<file path="config.mk">
export PLATFORM = sky130hd
export DESIGN_NAME = wfg_wb_arbiter
export DESIGN_NICKNAME = d
export VERILOG_FILES = /design/src/rtl/wfg_wb_arb_pkg.sv /design/src/rtl/wfg_wb_arb_watchdog.sv /design/src/rtl/wfg_wb_arbiter.sv
export SDC_FILE = /design/constraint.sdc
export NUM_CORES = 1
export LEC_CHECK = 0
export CORE_AREA = 8 8 112 114
export CTS_CLUSTER_DIAMETER = 100
export DETAILED_ROUTE_END_ITERATION = 12
export DIE_AREA = 0 0 120 122
export GPL_TIMING_DRIVEN = 0
export PLACE_DENSITY_LB_ADDON = 0.25
export SKIP_LAST_GASP = 1
export SLEW_MARGIN = 40
export SYNTH_ARGS = -nofsm -noshare
export SYNTH_HDL_FRONTEND = slang
export SYNTH_SLANG_ARGS = --single-unit
</file>
<file path="constraint.sdc">
create_clock -name io_wbs_clk -period 1.65 [get_ports io_wbs_clk]
set_input_delay 0.33 -clock io_wbs_clk [delete_from_list [all_inputs] [get_ports io_wbs_clk]]
set_output_delay 0.33 -clock io_wbs_clk [all_outputs]
set_load 0.05 [all_outputs]
</file>
<file path="src/rtl/wfg_wb_arb_pkg.sv">
// Shared types and constants for the two-master Wishbone arbiter.
`timescale 1ns/1ps
package wfg_wb_arb_pkg;

    typedef enum logic [1:0] {
        IDLE = 2'd0,
        GNT0 = 2'd1,
        GNT1 = 2'd2
    } arb_state_t;

    // Read data returned to a master whose slave access was force-terminated.
    localparam logic [31:0] WFG_ARB_TIMEOUT_DATA = 32'hDEAD_BEEF;

    localparam int TIMEOUT_CYCLES_DEF = 255;

endpackage

</file>
<file path="src/rtl/wfg_wb_arb_watchdog.sv">
// Stall counter for the granted slave access: counts stb-without-ack cycles
// and raises tc while the count sits at TIMEOUT_CYCLES.
`timescale 1ns/1ps
module wfg_wb_arb_watchdog
    import wfg_wb_arb_pkg::*;
#(
    parameter int TIMEOUT_CYCLES = TIMEOUT_CYCLES_DEF
) (
    input  logic clk,
    input  logic rst_n,
    input  logic stall,
    input  logic clr,
    output logic tc
);

    localparam int CW = $clog2(TIMEOUT_CYCLES + 1);

    logic [CW-1:0] cnt;

    assign tc = (cnt == CW'(TIMEOUT_CYCLES));

    // Count stalled cycles; the terminal count itself acts as the ack that clears it.
    always_ff @(posedge clk or negedge rst_n) begin
        if (!rst_n) begin
            cnt <= '0;
        end else if (clr || tc) begin
            cnt <= '0;
        end else if (stall) begin
            cnt <= cnt + 1'b1;
        end
    end

endmodule

</file>
<file path="src/rtl/wfg_wb_arbiter.sv">
// Round-robin two-master Wishbone classic arbiter in front of wfg_top.
// Grant is registered and held for the whole cyc burst.
// Optional slave-hang watchdog: define WFG_WB_ARB_TIMEOUT_EN.
`timescale 1ns/1ps
module wfg_wb_arbiter
    import wfg_wb_arb_pkg::*;
#(
    parameter int BUSW           = 32,
    parameter int TIMEOUT_CYCLES = TIMEOUT_CYCLES_DEF
) (
    input  logic            io_wbs_clk,
    input  logic            io_wbs_rst_n,
    input  logic            m0_wbs_cyc,
    input  logic            m0_wbs_stb,
    input  logic            m0_wbs_we,
    input  logic [BUSW-1:0] m0_wbs_adr,
    input  logic [BUSW-1:0] m0_wbs_datwr,
    output logic [BUSW-1:0] m0_wbs_datrd,
    output logic            m0_wbs_ack,
    input  logic            m1_wbs_cyc,
    input  logic            m1_wbs_stb,
    input  logic            m1_wbs_we,
    input  logic [BUSW-1:0] m1_wbs_adr,
    input  logic [BUSW-1:0] m1_wbs_datwr,
    output logic [BUSW-1:0] m1_wbs_datrd,
    output logic            m1_wbs_ack,
    output logic            s_wbs_cyc,
    output logic            s_wbs_stb,
    output logic            s_wbs_we,
    output logic [BUSW-1:0] s_wbs_adr,
    output logic [BUSW-1:0] s_wbs_datwr,
    input  logic [BUSW-1:0] s_wbs_datrd,
    input  logic            s_wbs_ack,
    output logic [1:0]      gnt_o,
    output logic            timeout_o
);

    arb_state_t state, state_nxt;
    logic       last_gnt, last_gnt_nxt;   // 0: m0 was served last, 1: m1
    logic       req0, req1;
    logic       g0, g1;
    logic       stb_raw;                  // granted master's stb before any forcing
    logic       force_ack;

    assign req0    = m0_wbs_cyc & m0_wbs_stb;
    assign req1    = m1_wbs_cyc & m1_wbs_stb;
    assign g0      = (state == GNT0);
    assign g1      = (state == GNT1);
    assign gnt_o   = {g1, g0};
    assign stb_raw = (g0 & m0_wbs_stb) | (g1 & m1_wbs_stb);

    // State and round-robin history registers.
    always_ff @(posedge io_wbs_clk or negedge io_wbs_rst_n) begin
        if (!io_wbs_rst_n) begin
            state    <= IDLE;
            last_gnt <= 1'b1;
        end else begin
            state    <= state_nxt;
            last_gnt <= last_gnt_nxt;
        end
    end

    // Arbitrate only from IDLE; a grant ends when its owner drops cyc.
    always_comb begin
        state_nxt    = state;
        last_gnt_nxt = last_gnt;
        case (state)
            IDLE: begin
                if (req0 && (!req1 || last_gnt)) state_nxt = GNT0;
                else if (req1)                   state_nxt = GNT1;
            end
            GNT0: begin
                if (!m0_wbs_cyc) begin
                    state_nxt    = IDLE;
                    last_gnt_nxt = 1'b0;
                end
            end
            GNT1: begin
                if (!m1_wbs_cyc) begin
                    state_nxt    = IDLE;
                    last_gnt_nxt = 1'b1;
                end
            end
            default: state_nxt = IDLE;
        endcase
    end

    // Route the owner's bus to the slave and the slave's response back to the owner.
    // Acks arriving after the owner dropped cyc are discarded.
    always_comb begin
        s_wbs_cyc    = 1'b0;
        s_wbs_stb    = 1'b0;
        s_wbs_we     = 1'b0;
        s_wbs_adr    = '0;
        s_wbs_datwr  = '0;
        m0_wbs_ack   = 1'b0;
        m1_wbs_ack   = 1'b0;
        m0_wbs_datrd = '0;
        m1_wbs_datrd = '0;
        if (g0) begin
            s_wbs_cyc    = m0_wbs_cyc;
            s_wbs_stb    = m0_wbs_stb & ~force_ack;
            s_wbs_we     = m0_wbs_we;
            s_wbs_adr    = m0_wbs_adr;
            s_wbs_datwr  = m0_wbs_datwr;
            m0_wbs_ack   = (s_wbs_ack & m0_wbs_cyc) | force_ack;
            m0_wbs_datrd = force_ack ? BUSW'(WFG_ARB_TIMEOUT_DATA) : s_wbs_datrd;
        end else if (g1) begin
            s_wbs_cyc    = m1_wbs_cyc;
            s_wbs_stb    = m1_wbs_stb & ~force_ack;
            s_wbs_we     = m1_wbs_we;
            s_wbs_adr    = m1_wbs_adr;
            s_wbs_datwr  = m1_wbs_datwr;
            m1_wbs_ack   = (s_wbs_ack & m1_wbs_cyc) | force_ack;
            m1_wbs_datrd = force_ack ? BUSW'(WFG_ARB_TIMEOUT_DATA) : s_wbs_datrd;
        end
    end

`ifdef WFG_WB_ARB_TIMEOUT_EN
    logic tc;

    wfg_wb_arb_watchdog #(
        .TIMEOUT_CYCLES(TIMEOUT_CYCLES)
    ) u_watchdog (
        .clk   (io_wbs_clk),
        .rst_n (io_wbs_rst_n),
        .stall (stb_raw & ~s_wbs_ack),
        .clr   (s_wbs_ack | ~(g0 | g1)),
        .tc    (tc)
    );

    // tc can linger for a cycle after the grant is released; only act while granted.
    assign force_ack = tc & (g0 | g1);

    // Sticky record that a slave access was ever force-terminated.
    always_ff @(posedge io_wbs_clk or negedge io_wbs_rst_n) begin
        if (!io_wbs_rst_n)  timeout_o <= 1'b0;
        else if (force_ack) timeout_o <= 1'b1;
    end
`else
    logic unused_cfg;

    assign force_ack  = 1'b0;
    assign timeout_o  = 1'b0;
    assign unused_cfg = stb_raw ^ (TIMEOUT_CYCLES != 0);
`endif

endmodule
</file>
==> impl_summary.md <==
Global routing
The number of antenna violations at the first check in global routing is 1. Entering global routing, the biggest net connects 11 pins. In the global route stage, overall resource usage came out at 15.25%. The wire length of the first global-routing pass is 17,490 um. The via count of the first global-routing pass is 2,803. The total overflow left after global routing is 0.

Layout
The layout overhead on the synthesized area is 274.2%. Summing all flip-flop and latch instances after layout gives 77.57 um^2. 0 antenna diodes ended up in the layout. Counting the fill cells in the layout gives 1,058. The layout net count is 658. The multi-input gate area in the final layout is 1099 um^2. Of the cells placed in the final design, the portion with a size suffix greater than 1 is 37.09%.

Timing
The final count of hold timing violations is 0. The final critical path time including I/O delays and setup is 1850 ps. Between clock sinks in the finished design, the worst skew comes to 0.5680 ps.

Setup repair after global routing could not meet its margin everywhere. The number of max-slew violations in the final report is 0. The worst path setup slack after routing is -199.6 ps. The worst hold-check slack is 294.0 ps. The fmax is 0.5407 GHz. The worst path uses 112.1% of the clock period. The count of final setup violators is 135.

CTS
The worst-skew pair later-pin latency is 220 ps. The clock passes through at most 2 buffers. TritonCTS built the clock tree. Buffers inserted during clock tree synthesis total 3. The clock drives 3 sinks. The count of H-tree levels built during CTS is 1. Clock-pin slew was measured on the worst setup and hold paths at 30 ps. The cell chosen for the clock root is clkbuf_8.

Floorplanning
The count of standard-cell rows is 38. 305 I/O pins were placed. The area of the placeable core is 10,700 um^2. The initial standard-cell utilization of the core is 12.32%. The height of the chip is 122 um. In this run the horizontal extent of the chip is 120 um. The full die area is 14,640 um^2.

Routing
Before antenna repair, the detailed router went through 4 iterations. The routed length per instance is 20.38 um. The number of vias per cell after detailed routing is 4.279. In this run, the number of DRC markers left after iteration 0 of detailed routing was 81. For this block, wires on met1 add up to 4527 um. Detailed routing inserted a total of 2,687 vias. In this run the top signal layer used is met4. The final routed DRC violation total is 0. The number of nets with antenna violations after routing is 0. The routed design uses 6946 um of met2 wire. The detailed route wirelength on metal3 is 1276 um. The final layout contains routed wiring with a total length of 12,800 um.

Worst setup path
The largest fanout on the critical path is 10. The critical path capture point type is an output port. Data on the critical path is required at its endpoint by 1320 ps.

The reg-to-reg setup timing slack is 660 ps. STA puts the critical path data arrival time at 1520 ps. The worst-case reg-to-reg path depth is 3. The critical path in this run is classified as reg -> out. The endpoint identified for the worst register-to-register timing path is state[0]. The nature of the critical path startpoint is a flop.

In this run the critical register-to-register path is launched from last_gnt.

Power
The share of power burned in the clock network is 7.2%. Net switching is 52.19% of the power. The internal power is 1.439 mW. Per report_power, the sequential group accounts for 3.3% of the total. The total power of the final layout is 3.009 mW.

The areal power density over the cells is 610.4 nW/um^2. VDD sags by at most 0.3431 mV. The leakage power of the design is 2.212 nW. Summed over all nets, the switching power comes to 1.570 mW. The combinational fraction of design power is 89.5%.

Job
The number of maximum-capacitance constraint violations is 0.

Synth
After synthesis the netlist holds a flip-flop and latch count of 3. The adder and majority gate portion of the synthesized area is 0%. Summing the areas of all and, or, nand and nor instances in the mapped netlist gives 34.19% of the synthesized area. The mux cell area share after synthesis is 0%. The synthesized netlist devotes 46.44% of its cell area to compound gates.

The total of warnings raised by yosys is 0. Dividing the synthesized area by the synthesized cell count gives 7.572 um^2. The dominant combinational cell family by area after synthesis is compound AO/OA/AOI/OAI gates. The netlist uses 17 different library cells. After Yosys synthesis, XOR and XNOR cells account for 0% of the synthesized area. The cell count after synthesis came out at 174. The net count of the mapped netlist is 343. The post-synthesis sequential area ratio is 5.793%. The post-synth design cell area is 1318 um^2.

Placed design
At the placement stage, the worst setup path has a slack of -769.6 ps. The number of port buffers is 303. The global placement routability congestion is 0.8253. Detailed placement ended at an HPWL of 10,660 um.

Outcome
The run finished, with violations left. The final reports fail on negative setup slack.

Hold path
The min-delay analysis places its worst path in the category in -> async.
Yosys cell counts:
| library cell | n | area [um^2] |
|---|---|---|
| a21oi_1 | 3 | 15.01 |
| a22o_1 | 67 | 586.8 |
| and2_1 | 64 | 400.4 |
| and3_1 | 2 | 12.51 |
| buf_2 | 5 | 25.02 |
| buf_4 | 19 | 142.6 |
| clkbuf_1 | 1 | 3.750 |
| conb_1 | 1 | 3.750 |
| dfrtp_1 | 2 | 50.05 |
| dfstp_2 | 1 | 26.28 |
| inv_1 | 1 | 3.750 |
| nand3_1 | 1 | 5.000 |
| nand3b_1 | 1 | 7.510 |
| nor2b_1 | 2 | 12.51 |
| nor3_1 | 1 | 5.000 |
| nor3b_1 | 1 | 7.510 |
| o21ai_0 | 2 | 10.01 |
registers in the layout, indices dropped and copies added (netlist names):
signal,count
last_gnt,1
state,2
worst max path at each step:
stage	slack (ps)	cells past startpoint	from	to
after global routing	-260	5	state[1]	s_wbs_datwr[28]
after CTS	-230	5	state[0]	s_wbs_datwr[20]
after detailed placement	-770	5	state[1]	s_wbs_datwr[29]
final	-200	5	state[0]	s_wbs_adr[21]
after floorplan	20	4	state[1]	m0_wbs_ack
after global placement	-770	5	state[1]	s_wbs_datwr[29]
per-layer routing:
| layer | up-vias | GRT usage (%) |
|---|---|---|
| li1 | 1278 | - |
| met5 | - | 0 |
| met3 | 6 | 5.322 |
| met1 | 1229 | 15.81 |
| met2 | 174 | 29.83 |
| met4 | 0 | 1.405 |
worst max-delay path, cell delays in order, from the launching register on:
cell and delay (ps):
dfrtp_2 390, nor2b_4 230, buf_6 170, buf_8 140, a22o_1 190, buf_6 170
logic make-up after synthesis:
group | count (synthesis)
flip-flops | 3
AND/OR/NAND/NOR | 72
buffers and inverters | 26
other | 1
AO/OA/AOI/OAI | 72
cell type report:
class                           count  share of cell area, %
Timing Repair Buffer              310                  65.46
Sequential cell                     3                  1.574
Buffer                             25                  6.142
Multi-Input combinational cell    145                  22.28
Inverter                            1                0.07614
Clock buffer                        4                 0.9137
Tap cell                          140                  3.553
power groups by stage:
stage	clock, mW	sequential (mW)	combinational (mW)
after floorplan	0	0.0941	1.39
after global placement	0	0.0964	2.46
after detailed placement	0	0.0974	2.47
after CTS	0.223	0.0947	2.52
after global routing	0.224	0.0997	2.80
final	0.218	0.0979	2.69
placed cells by master (no fill, tap or decap), types with 3 or more instances in the layout:
| master | n |
|---|---|
| buf_8 | 17 |
| a21oi_1 | 3 |
| clkdlybuf4s50_1 | 168 |
| and2_4 | 7 |
| and2_1 | 57 |
| clkbuf_8 | 3 |
| buf_6 | 117 |
| a22o_1 | 67 |
| clkbuf_4 | 11 |
| buf_4 | 19 |
metrics by stage:
step,TNS (ps),util [%],instance area (um^2),instances
after floorplan,0,-,1318,174
after global placement,-84830,42.30,4526,617
after detailed placement,-87030,42.30,4526,617
after CTS,-25170,42.53,4549,623
after global routing,-28530,46.08,4930,628
final,-20290,46.08,4930,628
timing repair:
| action | in CTS | in global routing |
|---|---|---|
| pin swaps | 2 | 7 |
| hold buffers | 0 | 0 |
| endpoints found under the setup margin | 135 | 135 |
| setup buffers | 2 | 2 |
| cloned | 0 | 3 |
| resized for setup | 809 | 189 |
Power figures use the tool's default switching activity.
